## config.mk

```make
export PLATFORM = sky130hd
export DESIGN_NAME = igbt_gate_monitor
export DESIGN_NICKNAME = d
export VERILOG_FILES = /design/src/rtl/igbt_gate_monitor.sv
export SDC_FILE = /design/constraint.sdc
export NUM_CORES = 1
export LEC_CHECK = 0
export ABC_AREA = 1
export CELL_PAD_IN_SITES_DETAIL_PLACEMENT = 0
export CELL_PAD_IN_SITES_GLOBAL_PLACEMENT = 2
export CORE_MARGIN = 2
export CORE_UTILIZATION = 37
export CTS_CLUSTER_SIZE = 20
export DETAILED_ROUTE_END_ITERATION = 8
export MAX_ROUTING_LAYER = met4
export PLACE_DENSITY_LB_ADDON = 0.1
export SKIP_LAST_GASP = 1
export SLEW_MARGIN = 10
export SYNTH_ARGS = -nofsm -noshare
export SYNTH_HDL_FRONTEND = slang
export SYNTH_SLANG_ARGS = --single-unit
```

## constraint.sdc

```tcl
create_clock -name clk -period 1.9 [get_ports clk]
set_clock_uncertainty 0.15 [all_clocks]
set_input_delay 0.285 -clock clk [delete_from_list [all_inputs] [get_ports clk]]
set_output_delay 0.285 -clock clk [all_outputs]
set_load 0.005 [all_outputs]
```

## src/rtl/igbt_gate_monitor.sv

```systemverilog
// H-bridge gate monitor: synchronises and deglitches four IGBT gate drives, then checks them for
// shoot-through, dead-time and gate-active-while-stopped faults and latches the first one seen.
`timescale 1ns / 1ps
module igbt_gate_monitor #(
  parameter int unsigned FILT       = 3,
  parameter int unsigned DEAD_MIN   = 50,
  parameter int unsigned STOP_GRACE = 8
) (
  input  logic       clk,
  input  logic       rst,
  input  logic       RUDIN,
  input  logic       RDDIN,
  input  logic       LUDIN,
  input  logic       LDDIN,
  input  logic       start_stop,
  input  logic       err_clr,
  output logic       err_unit,
  output logic [2:0] err_code,
  output logic [1:0] igbt_state,
  output logic       state_valid
);

  localparam int unsigned FW = $clog2(FILT + 1);
  localparam int unsigned SW = (STOP_GRACE < 1) ? 1 : $clog2(STOP_GRACE + 1);

  // Gate bit order: 0 = RU, 1 = RD, 2 = LU, 3 = LD. Leg 0 = right, leg 1 = left.
  logic [3:0]    gate_raw;
  logic [3:0]    sync1_q, sync2_q;
  logic [3:0]    filt_q, filt_d, filt_prev_q;
  logic [FW-1:0] fcnt_q [4];
  logic [FW-1:0] fcnt_d [4];
  logic [7:0]    dcnt_q [2];
  logic [7:0]    dcnt_d [2];
  logic [1:0]    seen_q, seen_d;
  logic [SW-1:0] stop_q, stop_d;

  logic [3:0]    rise;
  logic [1:0]    leg_on, shoot, dead_viol;
  logic          stop_viol;
  logic [2:0]    fault_code;

  logic          err_unit_q, err_unit_d;
  logic [2:0]    err_code_q, err_code_d;
  logic [1:0]    igbt_state_q, igbt_state_d;
  logic          state_valid_q, state_valid_d;

  assign gate_raw = {LDDIN, LUDIN, RDDIN, RUDIN};

  // Output follows the synchronised input only after FILT consecutive disagreeing samples.
  always_comb begin
    for (int i = 0; i < 4; i++) begin
      fcnt_d[i] = '0;
      filt_d[i] = filt_q[i];
      if (sync2_q[i] != filt_q[i]) begin
        if (fcnt_q[i] == FW'(FILT - 1)) begin
          filt_d[i] = sync2_q[i];
        end else begin
          fcnt_d[i] = fcnt_q[i] + FW'(1);
        end
      end
    end
  end

  assign rise = filt_q & ~filt_prev_q;

  always_comb begin
    for (int l = 0; l < 2; l++) begin
      leg_on[l]    = filt_q[2*l] | filt_q[2*l+1];
      shoot[l]     = filt_q[2*l] & filt_q[2*l+1];
      // seen_q is still 0 on the very first turn-on of a leg, which exempts it.
      dead_viol[l] = (rise[2*l] | rise[2*l+1]) & seen_q[l] & (dcnt_q[l] < 8'(DEAD_MIN));
      dcnt_d[l]    = dcnt_q[l];
      if (leg_on[l]) begin
        dcnt_d[l] = '0;
      end else if (dcnt_q[l] < 8'(DEAD_MIN)) begin
        dcnt_d[l] = dcnt_q[l] + 8'd1;
      end
    end
    seen_d = seen_q | leg_on;
  end

  always_comb begin
    stop_d = stop_q;
    if (start_stop) begin
      stop_d = '0;
    end else if (stop_q != SW'(STOP_GRACE)) begin
      stop_d = stop_q + SW'(1);
    end
  end

  assign stop_viol = (stop_q == SW'(STOP_GRACE)) & (|filt_q);

  // Lowest code wins when several faults coincide.
  always_comb begin
    fault_code = 3'd0;
    if (shoot[0]) begin
      fault_code = 3'd1;
    end else if (shoot[1]) begin
      fault_code = 3'd2;
    end else if (dead_viol[0]) begin
      fault_code = 3'd3;
    end else if (dead_viol[1]) begin
      fault_code = 3'd4;
    end else if (stop_viol) begin
      fault_code = 3'd5;
    end
  end

  always_comb begin
    err_unit_d = err_unit_q;
    err_code_d = err_code_q;
    if (err_unit_q) begin
      if (err_clr && (fault_code == 3'd0)) begin
        err_unit_d = 1'b0;
        err_code_d = 3'd0;
      end
    end else if (fault_code != 3'd0) begin
      err_unit_d = 1'b1;
      err_code_d = fault_code;
    end
  end

  always_comb begin
    igbt_state_d  = igbt_state_q;
    state_valid_d = ~(|shoot);
    if (!(|shoot)) begin
      igbt_state_d = {filt_q[2], filt_q[0]};
    end
  end

  always_ff @(posedge clk or posedge rst) begin
    if (rst) begin
      sync1_q       <= '0;
      sync2_q       <= '0;
      filt_q        <= '0;
      filt_prev_q   <= '0;
      for (int i = 0; i < 4; i++) fcnt_q[i] <= '0;
      for (int l = 0; l < 2; l++) dcnt_q[l] <= '0;
      seen_q        <= '0;
      stop_q        <= '0;
      err_unit_q    <= 1'b0;
      err_code_q    <= 3'd0;
      igbt_state_q  <= 2'b00;
      state_valid_q <= 1'b1;
    end else begin
      sync1_q       <= gate_raw;
      sync2_q       <= sync1_q;
      filt_q        <= filt_d;
      filt_prev_q   <= filt_q;
      for (int i = 0; i < 4; i++) fcnt_q[i] <= fcnt_d[i];
      for (int l = 0; l < 2; l++) dcnt_q[l] <= dcnt_d[l];
      seen_q        <= seen_d;
      stop_q        <= stop_d;
      err_unit_q    <= err_unit_d;
      err_code_q    <= err_code_d;
      igbt_state_q  <= igbt_state_d;
      state_valid_q <= state_valid_d;
    end
  end

  assign err_unit    = err_unit_q;
  assign err_code    = err_code_q;
  assign igbt_state  = igbt_state_q;
  assign state_valid = state_valid_q;

endmodule

```

## Word level (Yosys, flattened, before mapping)

Index checks and enable logic that the tools add are counted.

- Bits in registers: 53
- Input bits: 8
- Output and inout bits: 7
- Logic and storage cells: 93

- Add/subtract/negate cells: 7
- $lt $le $gt $ge: 2
- Equality and inequality tests: 11
- Mux-type cells: 25
- Bitwise gates (word level): 15
- Reduce and logical (&&, ||, !) cells: 14

Operators with widths:

| kind | count |
|---|---|
| $mux W8 | 4 |
| $mux W3 | 8 |
| $add A8 B1 Y8 const B | 2 |
| $lt A8 B6 Y1 const B | 2 |
| $mux W2 | 8 |
| $reduce_and A2 Y1 | 5 |
| $add A2 B1 Y2 const B | 4 |
| $eq A2 B2 Y1 const B | 4 |
| $mux W4 | 2 |
| $reduce_bool A2 Y1 | 4 |
| $and A1 B1 Y1 | 7 |
| $add A4 B1 Y4 const B | 1 |
| $and A4 B4 Y4 | 1 |
| $eq A4 B4 Y1 const B | 1 |
| $ne A1 B1 Y1 | 4 |
| $ne A4 B4 Y1 const B | 1 |
| $not A4 Y4 | 1 |
| $or A1 B1 Y1 | 4 |
| $reduce_or A4 Y1 | 1 |
| $logic_not A3 Y1 | 1 |
| $mux W1 | 3 |
| $reduce_bool A3 Y1 | 1 |
| $ne A2 B1 Y1 const B | 1 |
| $or A2 B2 Y2 | 1 |
| 3 further kinds | 3 |

## Depth between registers and ports, before layout

- Depth in word-level cells: 13
- Depth in mapped cells: 11
- Mapped depth without buffers: 11

## Worst setup path before layout

OpenSTA, ideal clock, no wires.

- Path kind: reg2reg
- Start: reg stop_q[0]
- End: reg err_code_q[0], in the netlist err_code[0]
- Setup time: 0.117 ns
- Arrival time: 1.354 ns
- Data required time: 1.633 ns
- Path slack: 0.278 ns
- Cell stages (with the launch flop): 11
- Buffers on the path: 0
- Period minus slack after synthesis: 1.622 ns
- Cell sequence: dfrtp_1 > inv_1 > ha_1 > nand2_1 > nor2_1 > nand2_2 > o21a_1 > nor2_2 > o21ai_2 > nand3_1 > nand2_1

- Cells in the longest elaborated chain, start to end: 11
- Elaborated cells between the ends (all ways): 15
- Classes of those cells: eq/ne: 2; mux: 7; bitwise: 1; reduce/logical: 5

Ends and longest elaborated chain:

| element | RTL line | source |
|---|---|---|
| start, declared | 35 | `logic [SW-1:0] stop_q, stop_d;` |
| start signal, assigned | 153 | `stop_q <= stop_d;` |
| $eq A4 B4 Y1 (*) | 91 | `assign stop_viol = (stop_q == SW'(STOP_GRACE)) & (\|filt_q);` |
| $and A1 B1 Y1 (*) | 91 |  |
| $mux W3 (*) | 104 | `end else if (stop_viol) begin` |
| $mux W3 (*) | 102 | `end else if (dead_viol[1]) begin` |
| $mux W3 (*) | 100 | `end else if (dead_viol[0]) begin` |
| $mux W3 (*) | 98 | `end else if (shoot[1]) begin` |
| $mux W3 (*) | 96 | `if (shoot[0]) begin` |
| $logic_not A3 Y1 | 113 | `if (err_clr && (fault_code == 3'd0)) begin` |
| $logic_and A1 B1 Y1 | 113 |  |
| $ne A2 B1 Y1 (no line) | n/a |  |
| $reduce_and A2 Y1 (no line) | n/a |  |
| end signal, assigned | 155 | `err_code_q <= err_code_d;` |
| end, declared | 43 | `logic [2:0] err_code_q, err_code_d;` |

Every way passes the cells marked *; elsewhere a longest branch is shown, timed or not. The select of a mux whose other input is x is not followed.
A chain may end at the register's enable or synchronous reset.

## Worst setup path after layout

- Start: reg state_valid_q, in the netlist state_valid
- End: out state_valid

RTL lines:

| element | RTL line | source |
|---|---|---|
| start, declared | 45 | `logic state_valid_q, state_valid_d;` |
| start signal, assigned | 157 | `state_valid_q <= state_valid_d;` |
| end, declared | 20 | `output logic state_valid` |

No word-level cell between the ends.

==> flow_metrics.env <==
export IMPL_syn_area_per_cell_sq_um=9.86
export IMPL_hold_slack_ns=0.175
export IMPL_grt_pass1_vias=1325
export IMPL_critPathKind="flop to output pin"
export IMPL_reg2reg_depth=9
export IMPL_htreeDepth=2
export IMPL_status="finished clean"
export IMPL_clk_pin_slew_worst_paths_ns=0.10
export IMPL_finalSetupTns_ns=0
export IMPL_drcViolationCount=0
export IMPL_syn_area_sq_um=2210
export IMPL_clock_latency_ns=0.31
export IMPL_grt_usage=0.127
export IMPL_max_slew_margin=0.810
export IMPL_max_stage_delay_ns=0.53
export IMPL_drv_slew=0
export IMPL_cp_end_kind="output pin"
export IMPL_worstPathArrival_ns=1.32
export IMPL_cp_slowest_cell="dfstp_2"
export IMPL_ir_drop_v=0.000567
export IMPL_register_area_sq_um=1330
export IMPL_num_vias=1421
export IMPL_period_needed_ns=1.75
export IMPL_rrSetupSlack_ns=0.20
export IMPL_multi_input_area_sq_um=738
export IMPL_drt_pass1_iter_count=5
export IMPL_yosysMostFrequentCell="dfrtp_1"
export IMPL_powerDensity_nw_per_um2=1270
export IMPL_hold_class="input port to async pin"
export IMPL_overflow=0
export IMPL_reg2reg_to="err_code[1]"
export IMPL_grt_antenna_before_repair=0
export IMPL_synth_largest_area_cell="dfrtp_1"
export IMPL_pin_count=15
export IMPL_rsz0062_at_grt="no"
export IMPL_crit_reg2reg_launch="filt_q[1]"
export IMPL_synth_top_area_share=0.589
export IMPL_synth_commonest_cells="dfrtp_1 (52), nand2_1 (37), inv_1 (35)"
export IMPL_worstPathRequired_ns=1.46
export IMPL_synthArstFlopShare=1.00
export IMPL_worstMarginPinSlew_ns=0.283
export IMPL_drt_initial_drc_count=85
export IMPL_cts_path_max_buffers=2
export IMPL_fp_dieH_um=81.3
export IMPL_crit_buf_inv=1
export IMPL_period_share=0.921
export IMPL_fp_dieW_um=81.3
export IMPL_final_nets=261
export IMPL_numClockSinks=53
export IMPL_grt_max_degree=54
export IMPL_post_route_cells_drive_above_1_share=0.152
export IMPL_start_util=0.378
export IMPL_leakage_uw=0.00123
export IMPL_finalSetupViolCount=0
export IMPL_grt_pass1_wl_mm=6.11
export IMPL_crit_family="flip-flops"
export IMPL_numCtsBuffers=5
export IMPL_yosysWarnings=0
export IMPL_critPathLaunchType="flop"
export IMPL_hold_viol=0
export IMPL_wl_per_cell_um=10.6
export IMPL_synth_cells=224
export IMPL_coreArea_sq_um=5850
export IMPL_ys_seq_area_frac=0.601
export IMPL_core_rowCount=28
export IMPL_routabilityCongestion=0.749
export IMPL_diodes=0
export IMPL_nFillCells=568
export IMPL_synth_edf_count=0
export IMPL_max_cap_violations=0
export IMPL_io_buffers=14
export IMPL_ys_top_cells_by_area="dfrtp_1 (59%), nand2_1 (6.3%), inv_1 (5.9%)"
export IMPL_dpl_hpwl_mm=2.46
export IMPL_synth_flop_cell="dfrtp_1"
export IMPL_syn_num_nets=236
export IMPL_ys_seq_elements=53
export IMPL_area_delta_synth_final_pct=16.7
export IMPL_antenna_left=0
export IMPL_synth_cell_type_count=27
export IMPL_max_freq_ghz=0.571
export IMPL_vias_per_cell=4.37
export IMPL_cts_tree="built"
export IMPL_wirelength_mm=3.45
export IMPL_critPathMaxFanout=1
export IMPL_clock_root_buffer="clkbuf_8"
export IMPL_path_cells="clkdlybuf4s50_1"
export IMPL_dieArea_sq_um=6610
[where the power goes]
group / switching (uW) / internal [uW]
logic: 572 / 453
registers: 216 / 1400
clock network: 375 / 262
total: 1160 / 2120
[final cells by class]
type | count | area share
sequential | 53 | 0.515
clock buffer | 5 | 0.0267
timing repair buffer | 18 | 0.0708
inverter | 39 | 0.0568
tap | 75 | 0.0364
clock inverter | 3 | 0.00825
multi-input combinational | 132 | 0.286
[worst max path at each step]
stage                 from  cells past startpoint     endpoint  slack, ns
2_1_floorplan          rst                      1    dcnt_q[0]       0.18
3_3_place_gp     filt_q[1]                      9  err_code[1]       0.19
3_5_place_dp     filt_q[1]                      9  err_code[2]       0.19
4_1_cts        state_valid                      1  state_valid       0.13
5_1_grt          dcnt_q[2]                     10  err_code[2]       0.03
6_report       state_valid                      1  state_valid       0.15
[cells in the final DEF (no fill, tap or decap), types with 5 or more instances in the layout]
cell type,count
nor2_1,17
o21ai_0,13
inv_1,34
clkbuf_8,5
nor3_1,11
nand3_1,12
dfrtp_1,52
nand2_1,37
clkdlybuf4s50_1,14
nand2_2,9
[registers in the layout, summed over array words and instances (netlist names)]
signal and flops:
sync2_q 4, filt_q 4, fcnt_q 8, sync1_q 4
stop_q 4, state_valid 1, err_unit 1, seen_q 2
err_code 3, filt_prev_q 4, dcnt_q 16, igbt_state 2
[per-layer routing]
metal / track usage / share of wire / vias to the layer above
li1: - / - / 752
met1: 0.163 / 0.49 / 649
met2: 0.187 / 0.46 / 13
met3: 0.0400 / 0.030 / 7
met4: 0.0458 / 0.015 / 0
met5: - / 0 / -
[per-stage QoR]
stage | cell area (sq um) | power, uW | setup slack [ns] | instances | utilization
6_report | 2580 | 3280 | 0.149 | 325 | 0.441
4_1_cts | 2580 | 3360 | 0.129 | 325 | 0.440
3_3_place_gp | 2490 | 2710 | 0.194 | 317 | 0.425
5_1_grt | 2580 | 3590 | 0.0260 | 325 | 0.441
2_1_floorplan | 2210 | 2340 | 0.180 | 224 | -
3_5_place_dp | 2490 | 2700 | 0.190 | 317 | 0.425
[worst min-delay path, delay by kind of cell]
| family | cells | cell delay, ns |
|---|---|---|
| buffers and inverters | 3 | 0.74 |
[logic make-up (layout without fill, tap and decap cells)]
kind of cell | after synthesis | after routing | share of synthesized area
xor+xnor | 7 | 7 | 0.0277
fa+ha+maj | 4 | 4 | 0.0227
flops | 53 | 53 | 0.601
buf+inv | 39 | 65 | 0.0663
compound gates | 25 | 25 | 0.0759
mux | 2 | 2 | 0.00906
simple gates | 94 | 94 | 0.198
[what timing repair did]
item,CTS,global route
hold buffers,0,0
buffers inserted,0,0
resized for setup,0,1
endpoints found under the setup margin,0,3
Note: power is estimated with default switching activity, not from simulation.
